[config.mk]
export PLATFORM = sky130hd
export DESIGN_NAME = holdem_card_dealer_flat
export DESIGN_NICKNAME = d
export VERILOG_FILES = /design/src/rtl/holdem_card_dealer_if.sv /design/src/rtl/holdem_card_dealer.sv /design/src/flat_wrapper.sv
export SDC_FILE = /design/constraint.sdc
export NUM_CORES = 1
export LEC_CHECK = 0
export BUFFER_PORTS_ARGS = -buffer_cell sky130_fd_sc_hd__buf_2
export CAP_MARGIN = 20
export CELL_PAD_IN_SITES_DETAIL_PLACEMENT = 1
export CELL_PAD_IN_SITES_GLOBAL_PLACEMENT = 2
export CORE_ASPECT_RATIO = 1.5
export CORE_UTILIZATION = 39
export CTS_BUF_LIST = sky130_fd_sc_hd__clkbuf_4
export CTS_CLUSTER_DIAMETER = 50
export DETAILED_ROUTE_END_ITERATION = 10
export PLACE_DENSITY_LB_ADDON = 0.1
export SLEW_MARGIN = 0
export SYNTH_ARGS = -nofsm -noshare
export SYNTH_HDL_FRONTEND = slang
export SYNTH_SLANG_ARGS = --single-unit
[constraint.sdc]
create_clock -name clk -period 5.2 [get_ports clk]
set_input_delay 0.78 -clock clk [delete_from_list [all_inputs] [get_ports clk]]
set_output_delay 0.78 -clock clk [all_outputs]
set_load 0.05 [all_outputs]
[src/rtl/holdem_card_dealer_if.sv]
// Handshake and deal-payload bundle between the card dealer and its neighbours.
// The out_* packing matches the win-rate calculator's in_hole_*/in_pub_* ports.
interface holdem_card_dealer_if;
  logic        in_seed_valid;
  logic [15:0] in_seed;
  logic        in_start;
  logic        in_ready;
  logic        out_busy;
  logic        out_valid;
  logic [71:0] out_hole_num;
  logic [35:0] out_hole_suit;
  logic [11:0] out_pub_num;
  logic [5:0]  out_pub_suit;

  modport master (
    output in_seed_valid, in_seed, in_start, in_ready,
    input  out_busy, out_valid, out_hole_num, out_hole_suit, out_pub_num, out_pub_suit
  );

  modport slave (
    input  in_seed_valid, in_seed, in_start, in_ready,
    output out_busy, out_valid, out_hole_num, out_hole_suit, out_pub_num, out_pub_suit
  );
endinterface

[src/rtl/holdem_card_dealer.sv]
// Deals 21 distinct cards (18 hole, 3 public) from a Galois LFSR with duplicate
// rejection, then emits the deal as a single-cycle pulse once downstream is ready.
module holdem_card_dealer #(
  parameter int unsigned       LFSR_W = 16,
  parameter logic [LFSR_W-1:0] SEED   = 16'hACE1
) (
  input logic                  clk,
  input logic                  rst,
  holdem_card_dealer_if.slave  bus
);

  localparam int unsigned N_SLOTS = 21;
  localparam int unsigned CNT_W   = 5;
  localparam int unsigned N_PLAY  = 9;
  localparam logic [LFSR_W-1:0] TAPS = LFSR_W'(16'hB400);

  typedef enum logic [1:0] {IDLE, DRAW, WAIT, EMIT} state_t;

  state_t             state;
  logic [LFSR_W-1:0]  lfsr;
  logic [63:0]        mask;
  logic [CNT_W-1:0]   count;
  logic [3:0]         slot_num  [N_SLOTS];
  logic [1:0]         slot_suit [N_SLOTS];

  logic [5:0]         cand_c;
  logic               accept_c;
  logic [5:0]         base_c;
  logic [1:0]         suit_c;
  logic [3:0]         num_c;
  logic [LFSR_W-1:0]  lfsr_next_c;
  logic [71:0]        hole_num_c;
  logic [35:0]        hole_suit_c;
  logic [11:0]        pub_num_c;
  logic [5:0]         pub_suit_c;

  // Candidate card, its rank/suit decode, and the LFSR step.
  always_comb begin
    cand_c      = lfsr[5:0];
    accept_c    = (cand_c < 6'd52) && !mask[cand_c];
    suit_c      = 2'd0;
    base_c      = 6'd0;
    if (cand_c >= 6'd39) begin
      suit_c = 2'd3;
      base_c = 6'd39;
    end else if (cand_c >= 6'd26) begin
      suit_c = 2'd2;
      base_c = 6'd26;
    end else if (cand_c >= 6'd13) begin
      suit_c = 2'd1;
      base_c = 6'd13;
    end
    num_c       = 4'(cand_c - base_c) + 4'd1;
    lfsr_next_c = lfsr[0] ? ((lfsr >> 1) ^ TAPS) : (lfsr >> 1);
  end

  // Slots are filled player 8 first, so player p owns slots 2*(8-p) and 2*(8-p)+1.
  always_comb begin
    hole_num_c  = '0;
    hole_suit_c = '0;
    for (int p = 0; p < int'(N_PLAY); p++) begin
      hole_num_c[p*8+4 +: 4]  = slot_num[2*(8-p)];
      hole_num_c[p*8 +: 4]    = slot_num[2*(8-p)+1];
      hole_suit_c[p*4+2 +: 2] = slot_suit[2*(8-p)];
      hole_suit_c[p*4 +: 2]   = slot_suit[2*(8-p)+1];
    end
    pub_num_c  = {slot_num[18], slot_num[19], slot_num[20]};
    pub_suit_c = {slot_suit[18], slot_suit[19], slot_suit[20]};
  end

  always_ff @(posedge clk) begin
    if (rst) begin
      state              <= IDLE;
      lfsr               <= SEED;
      mask               <= '0;
      count              <= '0;
      bus.out_busy       <= 1'b0;
      bus.out_valid      <= 1'b0;
      bus.out_hole_num   <= '0;
      bus.out_hole_suit  <= '0;
      bus.out_pub_num    <= '0;
      bus.out_pub_suit   <= '0;
    end else begin
      case (state)
        IDLE: begin
          // Seed load precedes start so the first DRAW cycle uses the new value.
          if (bus.in_seed_valid) begin
            lfsr <= (bus.in_seed == 16'd0) ? SEED : LFSR_W'(bus.in_seed);
          end
          if (bus.in_start) begin
            state        <= DRAW;
            mask         <= '0;
            count        <= '0;
            bus.out_busy <= 1'b1;
          end
        end
        DRAW: begin
          lfsr <= lfsr_next_c;
          if (accept_c) begin
            mask[cand_c]     <= 1'b1;
            slot_num[count]  <= num_c;
            slot_suit[count] <= suit_c;
            count            <= count + CNT_W'(1);
            if (count == CNT_W'(N_SLOTS - 1)) state <= WAIT;
          end
        end
        WAIT: begin
          if (bus.in_ready) begin
            state             <= EMIT;
            bus.out_valid     <= 1'b1;
            bus.out_hole_num  <= hole_num_c;
            bus.out_hole_suit <= hole_suit_c;
            bus.out_pub_num   <= pub_num_c;
            bus.out_pub_suit  <= pub_suit_c;
          end
        end
        EMIT: begin
          state              <= IDLE;
          bus.out_busy       <= 1'b0;
          bus.out_valid      <= 1'b0;
          bus.out_hole_num   <= '0;
          bus.out_hole_suit  <= '0;
          bus.out_pub_num    <= '0;
          bus.out_pub_suit   <= '0;
        end
        default: state <= IDLE;
      endcase
    end
  end

endmodule

[src/flat_wrapper.sv]
// flat-port wrapper written by rule: the top's interface ports become plain ports
module holdem_card_dealer_flat 
#(
  parameter int unsigned       LFSR_W = 16,
  parameter logic [LFSR_W-1:0] SEED   = 16'hACE1
)
  (clk, rst, bus_in_seed_valid, bus_in_seed, bus_in_start, bus_in_ready, bus_out_busy, bus_out_valid, bus_out_hole_num, bus_out_hole_suit, bus_out_pub_num, bus_out_pub_suit);
  holdem_card_dealer_if bus_i ();
  input logic clk;
  input logic rst;
  input wire logic [$bits(bus_i.in_seed_valid)-1:0] bus_in_seed_valid;
  input wire logic [$bits(bus_i.in_seed)-1:0] bus_in_seed;
  input wire logic [$bits(bus_i.in_start)-1:0] bus_in_start;
  input wire logic [$bits(bus_i.in_ready)-1:0] bus_in_ready;
  output wire logic [$bits(bus_i.out_busy)-1:0] bus_out_busy;
  output wire logic [$bits(bus_i.out_valid)-1:0] bus_out_valid;
  output wire logic [$bits(bus_i.out_hole_num)-1:0] bus_out_hole_num;
  output wire logic [$bits(bus_i.out_hole_suit)-1:0] bus_out_hole_suit;
  output wire logic [$bits(bus_i.out_pub_num)-1:0] bus_out_pub_num;
  output wire logic [$bits(bus_i.out_pub_suit)-1:0] bus_out_pub_suit;
  assign bus_i.in_seed_valid = bus_in_seed_valid;
  assign bus_i.in_seed = bus_in_seed;
  assign bus_i.in_start = bus_in_start;
  assign bus_i.in_ready = bus_in_ready;
  assign bus_out_busy = bus_i.out_busy;
  assign bus_out_valid = bus_i.out_valid;
  assign bus_out_hole_num = bus_i.out_hole_num;
  assign bus_out_hole_suit = bus_i.out_hole_suit;
  assign bus_out_pub_num = bus_i.out_pub_num;
  assign bus_out_pub_suit = bus_i.out_pub_suit;
  holdem_card_dealer #(.LFSR_W(LFSR_W), .SEED(SEED)) u_core (.clk(clk), .rst(rst), .bus(bus_i));
endmodule
[Yosys cells after proc, flatten, opt, wreduce, memory -nomap -nowiden]
Memories as Yosys holds them, arrays and structs flattened.
Cells that the tools add are included.
Word-level totals
  input bits: 21
  memories: 2
  output and inout bits: 128
  bits in writable memories: 126
  register bits after elaboration: 215
Operators by class
  magnitude comparators: 6
  mux-type cells: 41
  $add $sub $neg: 3
  bitwise operators: 2
  equal/unequal tests: 9
  reduce and logical (&&, ||, !) cells: 13
Memories
  u_core.slot_num: depth 21, bits a word 4, read ports 21, clocked after memory_dff 0, write ports 1, line holdem_card_dealer.sv:23  | logic [3:0] slot_num [N_SLOTS];
  u_core.slot_suit: depth 21, bits a word 2, read ports 21, clocked after memory_dff 0, write ports 1, line holdem_card_dealer.sv:24  | logic [1:0] slot_suit [N_SLOTS];
Operator list (number)
  $pmux 72 s2: 1
  $mux 64: 2
  $pmux 64 s2: 1
  $mux 72: 1
  $pmux 36 s2: 1
  $or 64x64->64: 1
  $mux 16: 3
  $mux 36: 1
  $pmux 16 s2: 1
  $pmux 12 s2: 1
  $logic_not 16->1: 1
  $mux 12: 1
  $mux 2: 6
  $mux 4: 3
  $pmux 6 s2: 1
  $mux 5: 2
  $pmux 5 s2: 1
  $mux 1: 9
  $pmux 2 s4: 1
  $lt 6x7->1 const B: 1
  $bmux 1 s6: 1
  $demux 1 s6: 1
  $ge 6x1->1 const B: 1
  $ge 6x4->1 const B: 1
  21 further kinds: 31

[Longest topological paths before layout]
Gate-level depths: netlist of the first run.
  word-level depth: 8
  mapped depth: 11
  gate-level depth less buffers: 10

[Least setup slack after synthesis of the first run]
No wires, ideal clock.
  path type: register to register
  from: reg u_core.lfsr[1]
  to: mem u_core.slot_num[0][3] (data pin)
  cell stages (with the launch flop): 12
  required time: 4875 ps
  buffers on the path: 2
  path slack: 1437 ps
  period minus slack after synthesis: 3763 ps
  arrival: 3438 ps
  cells stage by stage: dfxtp_1 clkbuf_1 buf_1 o21ai_0 o21bai_1 ha_1 inv_1 ha_1 inv_1 fa_1 xor2_1 xnor2_1
RTL lines
  start: declaration: line holdem_card_dealer.sv:20  | logic [LFSR_W-1:0] lfsr;
  start signal: assignment: line holdem_card_dealer.sv:88  | lfsr <= (bus.in_seed == 16'd0) ? SEED : LFSR_W'(bus.in_seed);
  start signal: assignment: line holdem_card_dealer.sv:98  | lfsr <= lfsr_next_c;
  $ge 6x5->1: line holdem_card_dealer.sv:46  | end else if (cand_c >= 6'd26) begin
  $mux 4: line holdem_card_dealer.sv:46
  $mux 4 *: line holdem_card_dealer.sv:43  | if (cand_c >= 6'd39) begin
  via u_core.base_c[1]: line holdem_card_dealer.sv:28  | logic [5:0] base_c;
  $sub 4x4->4 *: line holdem_card_dealer.sv:53  | num_c = 4'(cand_c - base_c) + 4'd1;
  $add 4x1->4 *: line holdem_card_dealer.sv:53
  via u_core.num_c[3]: line holdem_card_dealer.sv:30  | logic [3:0] num_c;
  end: declaration: line holdem_card_dealer.sv:23
The timed path passes the listed nets; every way through them passes the cells marked *.

[Worst setup path after layout of the first run]
  from: reg u_core.lfsr[3]
  to: mem u_core.slot_num[9][3] (data pin)
Between the ends
  word-level cells in the longest chain between the ends: 6
Ends and longest elaborated chain
  $ge 6x4->1: line holdem_card_dealer.sv:49  | end else if (cand_c >= 6'd13) begin
  $mux 4: line holdem_card_dealer.sv:49
  $mux 4: line holdem_card_dealer.sv:46
  $mux 4: line holdem_card_dealer.sv:43
  $sub 4x4->4 *: line holdem_card_dealer.sv:53
  $add 4x1->4 *: line holdem_card_dealer.sv:53
  via u_core.num_c[3]: line holdem_card_dealer.sv:30
Marks and branches as above.

==> results.py, run 1 <==
metrics = {
    "status": {
        "outcome": "finished clean",
    },
    "yosys": {
        "synth_area_sq_mm": 0.01240,
        "synth_most_common_cell": "dfxtp_1",
        "synthFlopType": "dfxtp_1",
        "synth_edf_count": 126,
        "yosysTopAreaCell": "dfxtp_1",
        "yosysUniqueCellTypes": 52,
        "netlist_instances": 1142,
        "ys_seq_area_share_pct": 63.28,
        "synth-seq-cells": 329,
        "synth_area_leaders": "dfxtp_1 (33%), edfxtp_1 (31%), nor3b_1 (7.9%)",
        "yosys_warnings": 0,
        "synthArstFlopShare_pct": 0,
        "synth_fp_nets": 1174,
        "synth_commonest_cells": "dfxtp_1 (203), nor2_1 (148), a21oi_1 (134)",
        "synth_top_area_share_pct": 32.77,
        "synth.avg_cell_area_sq_um": 10.86,
    },
    "clock_network": {
        "cts_buffer_depth": 3,
        "tritoncts": "built",
        "cts.clk_slew.worst_paths_ns": 0.07,
        "root_buffer": "clkbuf_4",
        "cts_setup_buffers": 0,
        "cts_sinks": 329,
        "numCtsBuffers": 81,
        "clock_latency_ns": 0.75,
        "htreeDepth": 3,
        "post_cts_resize_count": 0,
        "ctsHoldBuffers": 0,
    },
    "drt": {
        "vias_per_cell": 5.156,
        "antenna_left": 0,
        "first_pass_iters": 5,
        "vias": 9136,
        "wl_per_cell_um": 19.07,
        "totalWireLength_mm": 33.79,
        "drc": 0,
        "drtIter0Drc": 319,
    },
    "pwr": {
        "pwr-share-clk_pct": 23.3,
        "peakVddDrop_v": 0.0005121,
        "power_mw": 9.242,
        "switching_power_mw": 3.781,
        "seqPwrFrac_pct": 40.9,
        "cellLeakagePower_nw": 5.645,
        "power.share.switching_pct": 40.91,
        "p_int_mw": 5.461,
        "powerDensity_mw_per_mm2": 635.4,
        "power_frac_comb_pct": 35.8,
    },
    "worst_setup_path": {
        "cp_max_fo": 15,
        "arrival_ns": 4.50,
        "end_kind": "flop",
        "r2r-end": "u_core.slot_num[9][3]",
        "timing.critical_path.from_type": "flop",
        "reg2reg_slack_ns": 1.29,
        "crit_type": "flop to flop",
        "cp.required_ns": 5.79,
        "rr_worst_depth": 11,
        "worstReg2RegStart": "u_core.lfsr[3]",
    },
    "die": {
        "core-area_sq_mm": 0.03114,
        "die_w_um": 147.6,
        "design.die.area_sq_mm": 0.03253,
        "die_y_um": 220.4,
        "start_util_pct": 39.83,
        "num_rows": 79,
        "io_pins": 149,
    },
    "grt": {
        "grt_pass1_wl_mm": 52.81,
        "grt_pass1_vias": 9602,
        "antenna_found_initial": 1,
        "grt_start_max_net_pins": 98,
        "grt_use_total_pct": 21.24,
        "grt_overflow_total": 0,
    },
    "sta": {
        "final-max-slew-violation-count": 0,
        "finClkSkew_ns": 0.02934,
        "worst_pin_slew_ns": 1.129,
        "min_period_ns": 3.908,
        "setup_viol": 0,
        "min_period_over_period_pct": 75.16,
        "slew_headroom_pct": 24.76,
        "max_clock_freq_mhz": 255.9,
        "hold_viol_final": 0,
        "fin_tns_setup_ns": 0,
        "grt_setup_unrepaired": "false",
    },
    "place": {
        "io_buffer_count": 148,
        "gp_congestion": 0.8419,
        "dpl.hpwl_mm": 21.70,
    },
    "hold_path": {
        "min_to": "u_core.lfsr[11]",
        "min_from": "bus_in_seed[11]",
        "hold_class": "input port to flop",
        "whs_path_depth": 3,
    },
    "job": {
        "maxCapViolCount": 0,
    },
    "layout": {
        "drive_gt1_share_pct": 22.49,
        "syn_to_final_growth_pct": 17.29,
        "final_net_count": 1334,
    },
}
-- through the flow --
step | utilization, % | hold slack [ns] | area, sq um | std cells | setup slack (ns)
5_1_grt | 46.71 | 0.3487 | 14550 | 1772 | 1.013
3_3_place_gp | 43.36 | 0.4280 | 13500 | 1624 | 1.384
2_1_floorplan | - | 0.4196 | 12400 | 1142 | 1.437
6_report | 46.71 | 0.3660 | 14550 | 1772 | 1.292
4_1_cts | 46.70 | 0.2983 | 14540 | 1770 | 1.242
3_5_place_dp | 43.36 | 0.4428 | 13500 | 1624 | 1.264
-- how the worst max path moves through the flow --
stage / from / endpoint / slack [ns]
finish: u_core.lfsr[3] / u_core.slot_num[9][3] / 1.29
global route: u_core.lfsr[3] / u_core.slot_num[9][3] / 1.01
CTS: u_core.lfsr[3] / u_core.slot_num[9][3] / 1.24
detailed placement: u_core.lfsr[3] / u_core.slot_num[8][3] / 1.26
global placement: u_core.lfsr[3] / u_core.slot_num[8][3] / 1.38
floorplan: u_core.lfsr[1] / u_core.slot_num[0][3] / 1.44
-- cell usage in the layout, fill, tap and decap left out, types with 13 or more instances in the layout --
| master | Yosys | routed |
|---|---|---|
| a21oi_1 | 134 | 134 |
| and3_1 | 20 | 20 |
| buf_2 | 3 | 147 |
| buf_4 | 0 | 16 |
| clkbuf_4 | 0 | 124 |
| clkinv_1 | 1 | 19 |
| dfxtp_1 | 203 | 203 |
| edfxtp_1 | 126 | 126 |
| inv_1 | 13 | 13 |
| mux2i_1 | 23 | 22 |
| nand2_1 | 76 | 76 |
| nand3_1 | 14 | 14 |
| nor2_1 | 148 | 147 |
| nor3b_1 | 130 | 130 |
| o21ai_0 | 61 | 60 |
-- flip-flops by register name (all words and copies together), names as in the netlist --
register,count
u_core.bus.out_busy,1
u_core.bus.out_hole_suit,36
u_core.mask,52
u_core.bus.out_valid,1
u_core.state,2
u_core.bus.out_pub_suit,6
u_core.slot_num,84
u_core.count,5
u_core.bus.out_hole_num,72
u_core.bus.out_pub_num,12
u_core.lfsr,16
u_core.slot_suit,42
-- layout make-up --
class	instances	area [sq um]
repair buffers	164	875.8
diodes	2	5.005
inverters	14	52.55
fillers	3500	16590
clock inverters	22	110.1
multi-input cells	712	4217
flip-flops and latches	329	7848
clock buffers	124	930.9
well taps	405	506.7
-- cell families after synthesis --
logic type / Yosys count / share of synthesized area, %
flops: 329 / 63.28
fa+ha+maj: 11 / 1.170
compound gates: 237 / 10.66
buf+inv: 101 / 3.087
mux: 30 / 2.855
xor+xnor: 8 / 0.5650
simple gates: 426 / 18.37
-- metal layers --
layer  wire length, um  GRT usage, %
met5                 0             0
met1             13450         23.31
met4              1088         10.89
met2             17990         39.10
met3              1262         3.691
-- worst max-delay path, stage by stage, from the launching register on --
cell,delay (ns)
dfxtp_1,0.46
nor2b_1,0.27
a21o_1,0.18
a22o_1,0.17
a222oi_1,0.69
and2_1,0.24
ha_1,0.14
inv_1,0.05
fa_1,0.37
xor2_1,0.18
xnor2_2,0.74
buf_4,0.27
-- power groups by stage --
stage / registers [mW] / clock network, mW / logic [mW]
5_1_grt: 3.82 / 2.36 / 3.58
3_3_place_gp: 3.83 / 0 / 3.31
6_report: 3.78 / 2.15 / 3.31
3_5_place_dp: 3.84 / 0 / 3.37
2_1_floorplan: 4.32 / 0 / 1.57
4_1_cts: 3.79 / 2.25 / 3.37
No activity file was read; power rests on OpenSTA's default activity.
==> run 2: changes to the inputs <==
==> constraint.sdc (replaced) <==
create_clock -name clk -period 3.62 [get_ports clk]
set_input_delay 0.543 -clock clk [delete_from_list [all_inputs] [get_ports clk]]
set_output_delay 0.543 -clock clk [all_outputs]
set_load 0.05 [all_outputs]
==> run 2 against run 1 <==
Compared with the run above:
- first-iteration DRC count rose by 18%
- global-route usage rose by 0.057 points
- register-to-register slack got worse by 0.79 ns
- clock power rose by 49%
- maximum frequency rose by 26%
- sequential share of layout area fell by 0.81 points
- worst setup slack got worse by 0.79 ns
- non-clock buffer count rose by 18
- cell count rose by 1.1%
- critical path depth fell by 2
- die area did not move
- power rose by 46%
- critical path type unchanged
- largest power group unchanged
==> results.py, run 2 (synthesized netlist as in run 1, its figures left out) <==
metrics = {
    "pwr": {
        "switching_power_mw": 5.475,
        "powerDensity_mw_per_mm2": 915.0,
        "seqPwrFrac_pct": 39.6,
        "pwr-share-clk_pct": 23.8,
        "p_int_mw": 8.037,
        "power.share.switching_pct": 40.52,
        "cellLeakagePower_nw": 5.775,
        "peakVddDrop_v": 0.0008384,
        "power_frac_comb_pct": 36.6,
    },
    "clock_network": {
        "numCtsBuffers": 81,
        "ctsHoldBuffers": 0,
        "tritoncts": "built",
        "cts.clk_slew.worst_paths_ns": 0.07,
        "root_buffer": "clkbuf_4",
        "post_cts_resize_count": 0,
        "cts_setup_buffers": 0,
        "cts_sinks": 329,
        "htreeDepth": 3,
        "clock_latency_ns": 0.73,
        "cts_buffer_depth": 3,
    },
    "status": {
        "outcome": "finished clean",
    },
    "die": {
        "die_y_um": 220.4,
        "design.die.area_sq_mm": 0.03253,
        "core-area_sq_mm": 0.03114,
        "io_pins": 149,
        "start_util_pct": 39.83,
        "die_w_um": 147.6,
        "num_rows": 79,
    },
    "place": {
        "gp_congestion": 0.8213,
        "io_buffer_count": 148,
        "dpl.hpwl_mm": 22.57,
    },
    "layout": {
        "largest-register": "u_core.slot_num",
        "final_cell_mix": "dfxtp_1 (203), nor2_1 (147), buf_2 (147)",
        "post-route-util_pct": 47.43,
        "final_net_count": 1352,
        "syn_to_final_growth_pct": 19.08,
        "fill_cells": 3543,
        "layout_commonest_cell": "dfxtp_1",
        "largest_reg_flops": 84,
        "drive_gt1_share_pct": 23.90,
        "reg_top3": "u_core.slot_num (84), u_core.bus.out_hole_num (72), u_core.mask (52)",
        "regArea_sq_mm": 0.007848,
        "multi_input_area_sq_mm": 0.004217,
    },
    "drt": {
        "first_pass_iters": 5,
        "vias": 9224,
        "drtIter0Drc": 376,
        "totalWireLength_mm": 34.37,
        "wl_per_cell_um": 19.19,
        "drc": 0,
        "antenna_left": 0,
        "vias_per_cell": 5.150,
    },
    "grt": {
        "use_met1_pct": 23.23,
        "grt_start_max_net_pins": 90,
        "antenna_found_initial": 1,
        "use_met3_pct": 4.268,
        "grt_pass1_wl_mm": 52.69,
        "grt_use_total_pct": 21.29,
        "use_met2_pct": 39.18,
        "grt_busiest_layer": "met2",
        "grt_overflow_total": 0,
        "grt_pass1_vias": 9493,
    },
    "worst_setup_path": {
        "critical-path-max-stage-delay_ns": 0.51,
        "end_kind": "flop",
        "crit_family": "buffers and inverters",
        "crit_type": "flop to flop",
        "cp.required_ns": 3.98,
        "arrival_ns": 3.48,
        "worst_path_max_delay_cell": "dfxtp_1",
        "timing.critical_path.from_type": "flop",
        "cp_cell_sequence": "buf_4, mux2i_1, a22oi_1, o2111a_1, a211o_1, nor4_4, buf_4, inv_1, nor2_1",
        "cpMostUsedCell": "buf_4",
        "critical_path_buf_inv_count": 3,
        "cp_max_fo": 23,
    },
    "sta": {
        "hold_viol_final": 0,
        "max_clock_freq_mhz": 321.1,
        "setup_viol": 0,
        "fin_tns_setup_ns": 0,
        "min_period_over_period_pct": 86.02,
        "grt_setup_unrepaired": "false",
        "slew_headroom_pct": 33.73,
        "min_period_ns": 3.114,
        "worst_pin_slew_ns": 0.9940,
        "final-max-slew-violation-count": 0,
        "finClkSkew_ns": 0.05028,
    },
    "job": {
        "maxCapViolCount": 0,
    },
    "hold_path": {
        "hold_class": "input port to flop",
    },
}
run 2: cell type report:
class	count	share of cell area (%)
Sequential cell	329	53.14
Multi-Input combinational cell	712	28.55
Timing Repair Buffer	182	7.101
Clock buffer	128	6.507
Tap cell	405	3.432
Clock inverter	20	0.8897
Inverter	14	0.3559
Antenna cell	1	0.01695
run 2: stage by stage:
| stage | setup slack, ns | instances | total power [mW] | hold slack, ns | area, sq um |
|---|---|---|---|---|---|
| 3_3_place_gp | 0.6275 | 1642 | 10.42 | 0.4289 | 13670 |
| 4_1_cts | 0.4678 | 1790 | 13.73 | 0.1107 | 14760 |
| 2_1_floorplan | 0.1340 | 1142 | 8.500 | 0.4196 | 12410 |
| 5_1_grt | 0.3032 | 1791 | 14.23 | 0.1474 | 14770 |
| 6_report | 0.5059 | 1791 | 13.51 | 0.1829 | 14770 |
| 3_5_place_dp | 0.4888 | 1642 | 10.46 | 0.4413 | 13670 |
run 2: worst paths after layout:
| check | start | to | slack, ns | cells past startpoint |
|---|---|---|---|---|
| setup / recovery | u_core.lfsr[0] | u_core.slot_num[20][1] | 0.51 | 9 |
| hold / removal | bus_in_seed[11] | u_core.lfsr[11] | 0.18 | 3 |
| setup reg to reg | u_core.lfsr[0] | u_core.slot_num[20][1] | 0.51 | 9 |
| hold reg to reg | u_core.mask[1] | u_core.mask[1] | 0.45 | 2 |
run 2: routing by layer:
layer | routed length, um | part of all wire, %
met1 | 13530 | 39
met2 | 18410 | 54
met5 | 0 | 0
met3 | 1320 | 3.8
met4 | 1103 | 3.2
run 2: tightest hold or removal path: stages:
cell,delay [ns]
buf_2,0.09
o221ai_1,0.11
nand3_1,0.09
run 2: power groups by stage:
| stage | logic, mW | clock network, mW | registers [mW] |
|---|---|---|---|
| detailed placement | 5.02 | 0 | 5.44 |
| floorplan | 2.29 | 0 | 6.21 |
| global placement | 4.99 | 0 | 5.43 |
| global route | 5.34 | 3.51 | 5.39 |
| CTS | 5.04 | 3.33 | 5.36 |
| finish | 4.95 | 3.21 | 5.35 |
